--- config.mk ---
export PLATFORM = sky130hd
export DESIGN_NAME = bound_flasher_param
export DESIGN_NICKNAME = d
export VERILOG_FILES = /design/src/rtl/bound_flasher_param.sv
export SDC_FILE = /design/constraint.sdc
export NUM_CORES = 1
export LEC_CHECK = 0
export CORE_ASPECT_RATIO = 1.2
export CORE_MARGIN = 5
export CORE_UTILIZATION = 54
export DETAILED_ROUTE_END_ITERATION = 10
export PLACE_DENSITY_LB_ADDON = 0.3
export SETUP_SLACK_MARGIN = 0.3
export SYNTH_ARGS = -nofsm -noshare
export SYNTH_HDL_FRONTEND = slang
export SYNTH_SLANG_ARGS = --single-unit
export TNS_END_PERCENT = 10
--- constraint.sdc ---
create_clock -name clk -period 3.09 [get_ports clk]
set_input_delay 0.927 -clock clk [delete_from_list [all_inputs] [get_ports clk]]
set_output_delay 0.927 -clock clk [all_outputs]
set_load 0.005 [all_outputs]
--- src/rtl/bound_flasher_param.sv ---
// Parametrised bound-flasher lamp sequencer: thermometer bar fills/drains over three bounded rounds.
// Optional BOUND_FLASHER_PARAM_LOOP_EN restarts the sequence after DN3 instead of idling.
module bound_flasher_param #(
   parameter int unsigned WIDTH    = 16,
   parameter int unsigned B1       = 6,
   parameter int unsigned B2       = 11,
   parameter int unsigned STEP_DIV = 1
) (
   input  logic             clk,
   input  logic             rst,
   input  logic             flick,
   output logic [WIDTH-1:0] out,
   output logic             busy,
   output logic [2:0]       phase
);

   localparam int unsigned NW = $clog2(WIDTH + 1);
   localparam int unsigned CW = (STEP_DIV > 1) ? $clog2(STEP_DIV) : 1;

   localparam logic [2:0] IDLE = 3'd0;
   localparam logic [2:0] UP1  = 3'd1;
   localparam logic [2:0] DN1  = 3'd2;
   localparam logic [2:0] UP2  = 3'd3;
   localparam logic [2:0] DN2  = 3'd4;
   localparam logic [2:0] UP3  = 3'd5;
   localparam logic [2:0] DN3  = 3'd6;

   localparam logic [NW-1:0] N_ZERO  = '0;
   localparam logic [NW-1:0] N_ONE   = NW'(1);
   localparam logic [NW-1:0] N_B1    = NW'(B1);
   localparam logic [NW-1:0] N_B2    = NW'(B2);
   localparam logic [NW-1:0] N_TOP   = NW'(WIDTH);
   localparam logic [CW-1:0] CNT_END = CW'(STEP_DIV - 1);

   logic [2:0]       phase_q, phase_d;
   logic [NW-1:0]    n_q, n_d;
   logic [CW-1:0]    cnt_q, cnt_d;
   logic [WIDTH-1:0] out_q;
   logic             busy_q;
   logic             step;

   function automatic logic [WIDTH-1:0] therm(input logic [NW-1:0] lit);
      logic [WIDTH-1:0] bar;
      bar = '0;
      for (int i = 0; i < int'(WIDTH); i++) begin
         bar[i] = (i < int'(lit));
      end
      return bar;
   endfunction

   assign step = (cnt_q == CNT_END);

   always_comb begin
      phase_d = phase_q;
      n_d     = n_q;
      cnt_d   = cnt_q;
      if (phase_q == IDLE) begin
         cnt_d = '0;
         n_d   = N_ZERO;
         if (flick) begin
            phase_d = UP1;
            n_d     = N_ONE;
         end
      end else begin
         cnt_d = step ? '0 : cnt_q + CW'(1);
         // n and phase only move on step cycles; kickback flick is sampled here too.
         if (step) begin
            case (phase_q)
               UP1: begin
                  if (n_q == N_B1) begin
                     phase_d = DN1;
                     n_d     = N_B1 - N_ONE;
                  end else begin
                     n_d = n_q + N_ONE;
                  end
               end
               DN1: begin
                  if (n_q == N_ZERO) begin
                     phase_d = UP2;
                     n_d     = N_ONE;
                  end else begin
                     n_d = n_q - N_ONE;
                  end
               end
               UP2: begin
                  if (n_q == N_B1 && flick) begin
                     phase_d = DN1;
                     n_d     = N_B1 - N_ONE;
                  end else if (n_q == N_B2) begin
                     phase_d = DN2;
                     n_d     = N_B2 - N_ONE;
                  end else begin
                     n_d = n_q + N_ONE;
                  end
               end
               DN2: begin
                  if (n_q == N_B1) begin
                     phase_d = UP3;
                     n_d     = N_B1 + N_ONE;
                  end else begin
                     n_d = n_q - N_ONE;
                  end
               end
               UP3: begin
                  if (n_q == N_B2 && flick) begin
                     phase_d = DN2;
                     n_d     = N_B2 - N_ONE;
                  end else if (n_q == N_TOP) begin
                     phase_d = DN3;
                     n_d     = N_TOP - N_ONE;
                  end else begin
                     n_d = n_q + N_ONE;
                  end
               end
               DN3: begin
                  if (n_q == N_ZERO) begin
`ifdef BOUND_FLASHER_PARAM_LOOP_EN
                     phase_d = UP1;
                     n_d     = N_ONE;
`else
                     phase_d = IDLE;
                     n_d     = N_ZERO;
`endif
                  end else begin
                     n_d = n_q - N_ONE;
                  end
               end
               default: begin
                  phase_d = IDLE;
                  n_d     = N_ZERO;
               end
            endcase
         end
      end
   end

   // Outputs are decoded from next-state so they stay registered yet cycle-aligned with n.
   always_ff @(posedge clk) begin
      if (rst) begin
         phase_q <= IDLE;
         n_q     <= N_ZERO;
         cnt_q   <= '0;
         out_q   <= '0;
         busy_q  <= 1'b0;
      end else begin
         phase_q <= phase_d;
         n_q     <= n_d;
         cnt_q   <= cnt_d;
         out_q   <= therm(n_d);
         busy_q  <= (phase_d != IDLE);
      end
   end

   assign out   = out_q;
   assign busy  = busy_q;
   assign phase = phase_q;

endmodule

After elaboration in Yosys (flattened, before gate mapping)
Index checks and enable logic that the tools add are counted.
W data, S select, Z words.
Storage, ports and cells
  output and inout bits: 20
  logic and storage cells: 64
  register bits after elaboration: 26
  input port bits: 3
Operators by class
  $add $sub $neg: 3
  $lt $le $gt $ge: 16
  reductions and logical operators: 6
  bitwise logic cells: 1
  eq/ne operators: 9
  muxes and demuxes: 24
Operator list (count)
  $mux W5: 10
  $lt A4 B5 Y1 const A: 8
  $mux W3: 11
  $pmux W5 S6: 1
  $lt A3 B5 Y1 const A: 4
  $pmux W3 S6: 1
  $lt A1 B5 Y1 const A: 2
  $lt A2 B5 Y1 const A: 2
  $eq A3 B3 Y1 const B: 3
  $eq A3 B2 Y1 const B: 2
  $add A5 B1 Y5 const B: 1
  $eq A5 B3 Y1 const B: 1
  $eq A5 B4 Y1 const B: 1
  $eq A5 B5 Y1 const B: 1
  $logic_not A5 Y1: 1
  $sub A5 B1 Y5 const B: 1
  $eq A3 B1 Y1 const B: 1
  $logic_not A3 Y1: 1
  $reduce_bool A3 Y1: 1
  $reduce_or A3 Y1: 1
  $logic_and A1 B1 Y1: 2
  $add A1 B1 Y1 const B: 1
  $mux W1: 1
  $not A1 Y1: 1

Longest topological paths before layout
Gate-level depths: netlist of run 1.
  word-level depth: 7
  mapped depth: 11
  mapped depth without buffers: 9

Worst setup path before layout of run 1
OpenSTA, ideal clock, no wires.
  kind: in2reg
  from: in flick
  to: reg out_q[2], in the netlist out[2]
  data arrival time: 2.334 ns
  setup time: 0.131 ns
  data required time: 2.959 ns
  buffers on the path: 3
  setup slack: 0.625 ns
  stages: 10
  cells stage by stage: clkbuf_1 nor2b_1 nand2b_1 a22oi_1 o31a_1 buf_6 and3_4 buf_6 nor2b_4 a21oi_2
On the way
  longest elaborated chain between the ends: 6
  elaborated cells between the ends (all ways): 9
  those cells by class: order compare: 1; mux: 6; reduce/logical: 2
Ends and longest elaborated chain
  start: declaration: line 11  | input logic flick,
  $logic_and A1 B1 Y1 (on tied branches): line 105, 86
  $mux W5 (on tied branches): line 105, 86
  $pmux W5 S6: line 68  | case (phase_q)
  $mux W5: line 67  | if (step) begin
  $mux W5 (*): line 57  | if (phase_q == IDLE) begin
  $lt A2 B5 Y1 (*): line 46  | bar[i] = (i < int'(lit));
  end signal: assignment: line 149  | out_q <= therm(n_d);
  end: declaration: line 38  | logic [WIDTH-1:0] out_q;
Mark *: on every way between the ends. The rest lies on a longest branch, timed or not.
A chain may end at the register's enable or synchronous reset.

Final worst setup path of run 1
  from: reg n_q[0]
  to: reg out_q[10], in the netlist out[10]
On the way
  longest elaborated chain between the ends: 7
  elaborated cells between the ends (all ways): 20
  those cells by class: add/sub: 2; order compare: 1; eq/ne: 3; mux: 11; reduce/logical: 3
Ends and longest elaborated chain
  start: declaration: line 36  | logic [NW-1:0] n_q, n_d;
  start signal: assignment: line 147  | n_q <= n_d;
  $add A5 B1 Y5 (tied with other cells): line 74, 93, 112
  $mux W5 (tied with other cells): line 108  | end else if (n_q == N_TOP) begin
  $mux W5 (on tied branches): line 105, 86
  $pmux W5 S6: line 68
  $mux W5 (*): line 67
  $mux W5 (*): line 57
  $lt A4 B5 Y1 (*): line 46
Marked as above.

==> load_flow_metrics.sql, run 1 <==
INSERT INTO impl_metrics (metric_group, metric, value, unit) VALUES
('die', 'core_region_area', '2840', 'um2'),
('detailed_routing', 'via_count', '1474', ''),
('power_and_ir_drop', 'leakage', '0.000644', 'uW'),
('run_status', 'status', 'finished clean', ''),
('layout', 'area_delta_synth_final', '13.1', '%'),
('synthesis', 'async_s_r_ff_share_synth', '0', '%'),
('worst_setup_path', 'setup.worst_path.end_class', 'flip-flop', ''),
('timing', 'final-setup-viol-count', '0', ''),
('global_routing', 'grt_max_degree', '25', ''),
('global_routing', 'gr-total-overflow', '0', ''),
('worst_setup_path', 'ff2ff_setup_slack', '0.49', 'ns'),
('detailed_routing', 'routedWlPerCell', '16.8', 'um'),
('worst_setup_path', 'cp-startpoint', 'n_q[0]$_SDFF_PP0_', ''),
('timing', 'final_critical_path_setup_slack', '0.492', 'ns'),
('synthesis', 'synth-xor-area-share', '2.18', '%'),
('placed_design', 'place.port_buffers', '22', ''),
('synthesis', 'syn-instance-count', '193', ''),
('power_and_ir_drop', 'ir_drop', '276', 'uV'),
('cts', 'clk_root_buffer_cell', 'sky130_fd_sc_hd__clkbuf_4', ''),
('cts', 'cts_tree', 'done', ''),
('synthesis', 'synth.distinct_cells', '58', ''),
('timing', 'report.final.slew_viol_count', '0', ''),
('global_routing', 'global_route_usage_over_all_layers', '19.3', '%'),
('cts', 'cts_inserted_buffers', '3', ''),
('worst_setup_path', 'cp_data_required_time', '3.29', 'ns'),
('timing', 'fmax', '0.385', 'GHz'),
('power_and_ir_drop', 'power.density', '308', 'nW/um2'),
('worst_hold_path', 'timing.hold.worst_path_depth', '3', ''),
('cts', 'clk_latency', '0.31', 'ns'),
('worst_setup_path', 'startpoint_type', 'flip-flop', ''),
('layout', 'fin_nets', '213', ''),
('cts', 'worst_setup_hold_path_clk_slew', '0.12', 'ns'),
('cts', 'cts.sinks', '25', ''),
('timing', 'setup_clock_skew_after_layout', '0.00468', 'ns'),
('synthesis', 'yosys_warnings', '0', ''),
('worst_setup_path', 'r2r-end', 'out[10]$_SDFF_PP0_', ''),
('synthesis', 'post_synth_and_or_nand_nor_area_fraction', '29.0', '%'),
('detailed_routing', 'met2WireLength', '1970', 'um'),
('detailed_routing', 'antenna_left', '0', ''),
('cts', 'hold_buffers', '0', ''),
('die', 'die_w', '59.8', 'um'),
('layout', 'final_layout_size_suffix_gt1_share', '8.25', '%'),
('detailed_routing', 'met3WireLength', '243', 'um'),
('timing', 'hold_viol', '0', ''),
('die', 'design.portCount', '23', ''),
('layout', 'final_common_cell', 'sky130_fd_sc_hd__dfxtp_1', ''),
('timing', 'grt_setup_unrepaired', 'no', ''),
('flow_run', 'cap_violations', '0', ''),
('synthesis', 'yosys.area_share.adder', '2.34', '%'),
('synthesis', 'synth-edff-count', '0', ''),
('die', 'dieHeight', '69.7', 'um'),
('detailed_routing', 'remaining_drc_errors', '0', ''),
('cts', 'cts-htree-levels', '1', ''),
('cts', 'clock_path_buffers', '2', ''),
('placed_design', 'detailed_place_hpwl', '2840', 'um'),
('detailed_routing', 'dr.first_iter.drc_count', '107', ''),
('layout', 'final_cell_mix', 'sky130_fd_sc_hd__dfxtp_1, sky130_fd_sc_hd__clkdlybuf4s50_1, sky130_fd_sc_hd__a21oi_1', ''),
('synthesis', 'synth_seq_cells', '25', ''),
('synthesis', 'synth_top_family_by_area', 'simple AND/OR/NAND/NOR gates', ''),
('worst_setup_path', 'critical_path_arrival', '2.80', 'ns'),
('detailed_routing', 'topRoutingLayerUsed', 'met4', ''),
('die', 'initial_core_utilization', '56.6', '%'),
('detailed_routing', 'detail_route.wirelength', '4020', 'um'),
('timing', 'max_slew.worst_pin.slew', '0.855', 'ns'),
('global_routing', 'global_route_wire_length_before_repair', '6490', 'um'),
('synthesis', 'yosys-mux-area-fraction', '0', '%'),
('die', 'dieArea', '4170', 'um2'),
('worst_setup_path', 'reg2reg_depth', '10', ''),
('timing', 'min_period_over_period', '84.1', '%'),
('worst_hold_path', 'worstHoldPathType', 'reg2reg', ''),
('power_and_ir_drop', 'design_power_total', '559', 'uW');
[power by group]
| group | internal [uW] | total [uW] | switching [uW] |
|---|---|---|---|
| combinational | 35.9 | 81.9 | 46.0 |
| clock | 50.4 | 137 | 86.3 |
| sequential | 329 | 341 | 12.2 |
| total | 415 | 559 | 144 |
[worst min path at each step]
stage                            startpoint                 to  slack (ns)
after floorplan           n_q[1]$_SDFF_PP0_  n_q[1]$_SDFF_PP0_        0.65
after global placement    n_q[1]$_SDFF_PP0_  n_q[1]$_SDFF_PP0_        0.72
after detailed placement  n_q[1]$_SDFF_PP0_  n_q[1]$_SDFF_PP0_        0.72
after CTS                 n_q[1]$_SDFF_PP0_  n_q[1]$_SDFF_PP0_        0.74
after global routing      n_q[1]$_SDFF_PP0_  n_q[1]$_SDFF_PP0_        0.80
final                     n_q[1]$_SDFF_PP0_  n_q[1]$_SDFF_PP0_        0.74
[Yosys cell counts, drive strengths merged (2+ instances only)]
cell type   n  share of area, %
or2b        2              0.94
nand4bb     2               1.4
dfxtp      25                31
o22ai       2              0.78
o211ai      3               1.4
or3         2              0.78
nor2b       5               2.4
nor4b       3               2.6
ha          3               2.3
a31oi       3               1.2
o21ai      12               3.7
nor3b       2              0.94
xor2        4               2.2
nor2       16               3.7
a22oi       2              0.94
a311oi      2               1.5
and4bb      2               1.6
nand2b      3               1.2
o31a        2               1.1
nand3b      2              0.94
clkbuf      5               1.2
nand2      10               2.3
nand4b      2               1.1
nor3        7               2.5
nand3       8               2.8
buf        12               6.8
a221oi      2               1.1
a21o        2              0.94
inv         6               1.4
a211oi      2              0.94
a21oi      21               6.8
and3        3               1.5
[routing by layer]
metal,GRT usage [%],vias to the layer above
li1,-,734
met1,25.6,674
met2,30.6,60
met3,2.05,6
met4,8.13,0
met5,0,-
[cells by family (layout without fill, tap and decap cells)]
family                     count (synthesis)  count (layout)
buffers and inverters                     24              37
other                                      1               1
and+or+nand+nor                           74              74
adders and majority gates                  3               3
AOI/OAI and AO/OA                         62              62
DFF                                       25              25
xor gates and xnor gates                   4               4
[state kept, by name, summed over array words and instances, names as in the netlist]
register,flops
out,15
phase,3
cnt_q,1
n_q,5
busy,1
[worst max-delay path, stage by stage (launching register included)]
cell,delay [ns]
sky130_fd_sc_hd__dfxtp_1,0.49
sky130_fd_sc_hd__inv_1,0.14
sky130_fd_sc_hd__ha_1,0.30
sky130_fd_sc_hd__nor4b_4,0.18
sky130_fd_sc_hd__buf_4,0.17
sky130_fd_sc_hd__a21oi_1,0.12
sky130_fd_sc_hd__o21ai_0,0.09
sky130_fd_sc_hd__o21ai_0,0.29
sky130_fd_sc_hd__and2b_1,0.26
sky130_fd_sc_hd__nand2_1,0.12
sky130_fd_sc_hd__a311oi_1,0.32
[timing repair]
action                                  in CTS  in global routing
resized for setup                            1                  3
buffers inserted                             0                  1
endpoints found under the setup margin       1                  3
[area by class of cell]
class                   instances  area [um2]
clock buffers                   4        26.3
fillers                       246        1020
inverters                       7        26.3
multi-input cells             144         966
flip-flops and latches         25         502
well taps                      34        42.5
repair buffers                 26         253
[per-stage QoR]
step	util [%]	instances	setup TNS [ns]	hold slack (ns)	area [um2]
after floorplan	-	193	0	0.655	1610
after global placement	62.1	235	-0.103	0.719	1760
after detailed placement	62.1	235	-0.0754	0.722	1760
after CTS	63.3	239	0	0.741	1800
after global routing	64.0	240	0	0.804	1820
final	64.0	240	0	0.738	1820
Note: power is estimated with default switching activity, not from simulation.
==> run 2: changes to the inputs <==
==> constraint.sdc (replaced) <==
create_clock -name clk -period 2.4 [get_ports clk]
set_input_delay 0.72 -clock clk [delete_from_list [all_inputs] [get_ports clk]]
set_output_delay 0.72 -clock clk [all_outputs]
set_load 0.005 [all_outputs]
==> run 2 against run 1 <==
  * Wire length grew 23%
  * Design area is 20% higher
  * Register-to-register slack lost 0.23 ns
  * Largest power group unchanged
  * Cell count is 13% higher
  * Clock power increased by 28%
  * Sequential cell count unchanged
  * Global-route usage rose by 4.5 points
==> load_flow_metrics.sql, run 2 (same netlist as run 1, synthesis figures left out) <==
INSERT INTO impl_metrics (metric_group, metric, value, unit) VALUES
('layout', 'final_cell_mix', 'sky130_fd_sc_hd__buf_4, sky130_fd_sc_hd__clkdlybuf4s50_1, sky130_fd_sc_hd__a21oi_1', ''),
('worst_setup_path', 'ff2ff_setup_slack', '0.26', 'ns'),
('worst_setup_path', 'kind_of_critical_path', 'reg2reg', ''),
('placed_design', 'post-place-cells', '258', ''),
('cts', 'cts_inserted_buffers', '3', ''),
('layout', 'area_delta_synth_final', '36.1', '%'),
('die', 'dieHeight', '69.7', 'um'),
('worst_setup_path', 'setup.worst_path.end_class', 'flip-flop', ''),
('worst_setup_path', 'cp_data_required_time', '2.63', 'ns'),
('die', 'placement_rows', '21', ''),
('global_routing', 'global_route_usage_over_all_layers', '23.8', '%'),
('placed_design', 'dpl_worst_slack', '-0.304', 'ns'),
('detailed_routing', 'remaining_drc_errors', '0', ''),
('timing', 'final_critical_path_setup_slack', '0.262', 'ns'),
('global_routing', 'antenna_found_initial', '0', ''),
('timing', 'slew_headroom', '65.7', '%'),
('power_and_ir_drop', 'power.density', '349', 'nW/um2'),
('global_routing', 'grt_max_degree', '22', ''),
('timing', 'final-setup-viol-count', '0', ''),
('cts', 'cts-htree-levels', '1', ''),
('worst_setup_path', 'critical_path_arrival', '2.37', 'ns'),
('cts', 'clk_latency', '0.31', 'ns'),
('worst_setup_path', 'critPathMostFrequentCell', 'sky130_fd_sc_hd__buf_4', ''),
('cts', 'cts.sinks', '25', ''),
('timing', 'report.final.slew_viol_count', '0', ''),
('die', 'die_w', '59.8', 'um'),
('global_routing', 'global_route_wire_length_before_repair', '8010', 'um'),
('detailed_routing', 'via_count', '1704', ''),
('die', 'initial_core_utilization', '56.6', '%'),
('timing', 'max_slew.worst_pin.slew', '0.511', 'ns'),
('power_and_ir_drop', 'design_power_total', '763', 'uW'),
('power_and_ir_drop', 'internal_power', '558', 'uW'),
('worst_setup_path', 'critical_path.cell_chain', 'inv_4 > ha_4 > and4bb_2 > buf_4 > nand2b_4 > a22oi_2 > o31a_1 > and3_4 > buf_4 > a311oi_2', ''),
('cts', 'clock_path_buffers', '2', ''),
('die', 'core_region_area', '2840', 'um2'),
('global_routing', 'grt_pass1_vias', '1733', ''),
('timing', 'period_needed', '2.14', 'ns'),
('power_and_ir_drop', 'ir_drop', '427', 'uV'),
('layout', 'final_common_cell', 'sky130_fd_sc_hd__buf_4', ''),
('layout', 'fin_util', '77.0', '%'),
('layout', 'antennaDiodeCount', '0', ''),
('worst_hold_path', 'worstHoldPathType', 'reg2reg', ''),
('power_and_ir_drop', 'power_frac_comb', '20.0', '%'),
('layout', 'instances_no_fill', '271', ''),
('layout', 'final_layout_size_suffix_gt1_share', '31.6', '%'),
('power_and_ir_drop', 'total_switching_power', '205', 'uW'),
('placed_design', 'place.port_buffers', '22', ''),
('worst_setup_path', 'timing.critical_path.slowest_cell_delay', '0.40', 'ns'),
('flow_run', 'cap_violations', '0', ''),
('run_status', 'status', 'finished clean', ''),
('detailed_routing', 'antenna_left', '0', ''),
('placed_design', 'detailed_place_hpwl', '3360', 'um'),
('layout', 'fin_nets', '244', ''),
('die', 'dieArea', '4170', 'um2'),
('timing', 'hold_slack', '0.659', 'ns'),
('detailed_routing', 'drt_pass1_iterations', '4', ''),
('layout', 'largest_register_ff_count', '15', ''),
('detailed_routing', 'routed_via_density', '6.29', ''),
('detailed_routing', 'detail_route.wirelength', '4960', 'um'),
('detailed_routing', 'routedWlPerCell', '18.3', 'um'),
('cts', 'cts_tree', 'done', ''),
('timing', 'min_period_over_period', '89.1', '%'),
('cts', 'clk_root_buffer_cell', 'sky130_fd_sc_hd__clkbuf_4', ''),
('worst_setup_path', 'worst-path-max-fanout', '6', ''),
('timing', 'hold_viol', '0', ''),
('cts', 'worst_setup_hold_path_clk_slew', '0.12', 'ns'),
('global_routing', 'gr-total-overflow', '0', ''),
('timing', 'setup_clock_skew_after_layout', '0.00522', 'ns'),
('die', 'design.portCount', '23', ''),
('worst_setup_path', 'cpMaxStageDelayCell', 'sky130_fd_sc_hd__dfxtp_4', ''),
('layout', 'n_fill_cell', '196', ''),
('power_and_ir_drop', 'power_switching_share', '26.9', '%'),
('placed_design', 'gp_congestion', '1.01', ''),
('power_and_ir_drop', 'leakage', '0.000791', 'uW'),
('power_and_ir_drop', 'power_frac_clock', '23.1', '%'),
('detailed_routing', 'dr.first_iter.drc_count', '148', ''),
('power_and_ir_drop', 'seq_power_share', '56.9', '%'),
('worst_setup_path', 'startpoint_type', 'flip-flop', ''),
('timing', 'grt_setup_unrepaired', 'yes', ''),
('timing', 'fmax', '0.468', 'GHz');
## run 2: cell types whose count changed in the layout (fill, tap and decap cells not counted), moves of 3 or more
cell | previous run | this run
sky130_fd_sc_hd__buf_4 | 4 | 32
sky130_fd_sc_hd__dfxtp_1 | 24 | 18
sky130_fd_sc_hd__dfxtp_2 | 1 | 4
sky130_fd_sc_hd__dfxtp_4 | 0 | 3
sky130_fd_sc_hd__ha_1 | 3 | 0
sky130_fd_sc_hd__o21ai_0 | 12 | 9
sky130_fd_sc_hd__o21ai_1 | 0 | 3
## run 2: final timing paths
check	startpoint	depth (start not counted)	to
worst min register to register	phase[2]$_SDFF_PP0_	2	phase[2]$_SDFF_PP0_
worst min-delay path	phase[2]$_SDFF_PP0_	2	phase[2]$_SDFF_PP0_
worst max-delay path	n_q[0]$_SDFF_PP0_	10	out[10]$_SDFF_PP0_
worst max register to register	n_q[0]$_SDFF_PP0_	10	out[10]$_SDFF_PP0_
## run 2: through the flow
| stage | cell area [um2] | TNS [ns] |
|---|---|---|
| 6_report | 2180 | 0 |
| 3_5_place_dp | 1960 | -3.23 |
| 3_3_place_gp | 1960 | -2.23 |
| 4_1_cts | 2060 | 0 |
| 5_1_grt | 2180 | 0 |
| 2_1_floorplan | 1640 | 0 |
## run 2: layer usage
metal | GRT usage (%) | part of all wire [%] | vias to the layer above
met5 | 0 | 0 | -
met4 | 10.6 | 3.1 | 0
met3 | 3.72 | 6.9 | 18
met2 | 39.7 | 52 | 95
met1 | 29.1 | 38 | 786
li1 | - | - | 805
## run 2: timing repair
action                                 CTS  global route
setup endpoints to repair               22            20
cloned                                   0             1
resized for setup                       20            22
endpoints found under the hold margin    0             0
hold buffers                             0             0
pin swaps                                2             9
buffers inserted                         4             4
## run 2: power by group through the flow
stage | clock (uW) | combinational (uW) | sequential (uW)
finish | 176 | 153 | 434
global route | 197 | 165 | 436
CTS | 173 | 137 | 434
detailed placement | 0 | 124 | 443
global placement | 0 | 119 | 443
floorplan | 0 | 82.8 | 438
## run 2: final cells by class
| cell class | instances | area, um2 | area share [%] |
|---|---|---|---|
| multi-input combinational | 144 | 1080 | 49.3 |
| sequential | 25 | 517 | 23.7 |
| timing repair buffer | 56 | 482 | 22.1 |
| tap | 34 | 42.5 | 1.95 |
| inverter | 7 | 35.0 | 1.60 |
| clock buffer | 4 | 26.3 | 1.20 |
| timing repair inverter | 1 | 5.00 | 0.229 |
## run 2: worst max-delay path: cells and delay by family (launching register included)
kind | cells | cell delay, ns
flip-flops | 1 | 0.40
AND/OR/NAND/NOR | 3 | 0.52
buffers and inverters | 3 | 0.34
adder cells (fa/ha/maj) | 1 | 0.16
AO/OA/AOI/OAI | 3 | 0.63
==> run 3: changes to the inputs <==
--- a/config.mk
+++ b/config.mk
@@ -11,6 +11,7 @@
 export DETAILED_ROUTE_END_ITERATION = 10
 export PLACE_DENSITY_LB_ADDON = 0.3
 export SETUP_SLACK_MARGIN = 0.3
+export SLEW_MARGIN = 15
 export SYNTH_ARGS = -nofsm -noshare
 export SYNTH_HDL_FRONTEND = slang
 export SYNTH_SLANG_ARGS = --single-unit
==> results of run 3 <==
Same layout as run 2: the final DEF is identical, and so are final timing and power.
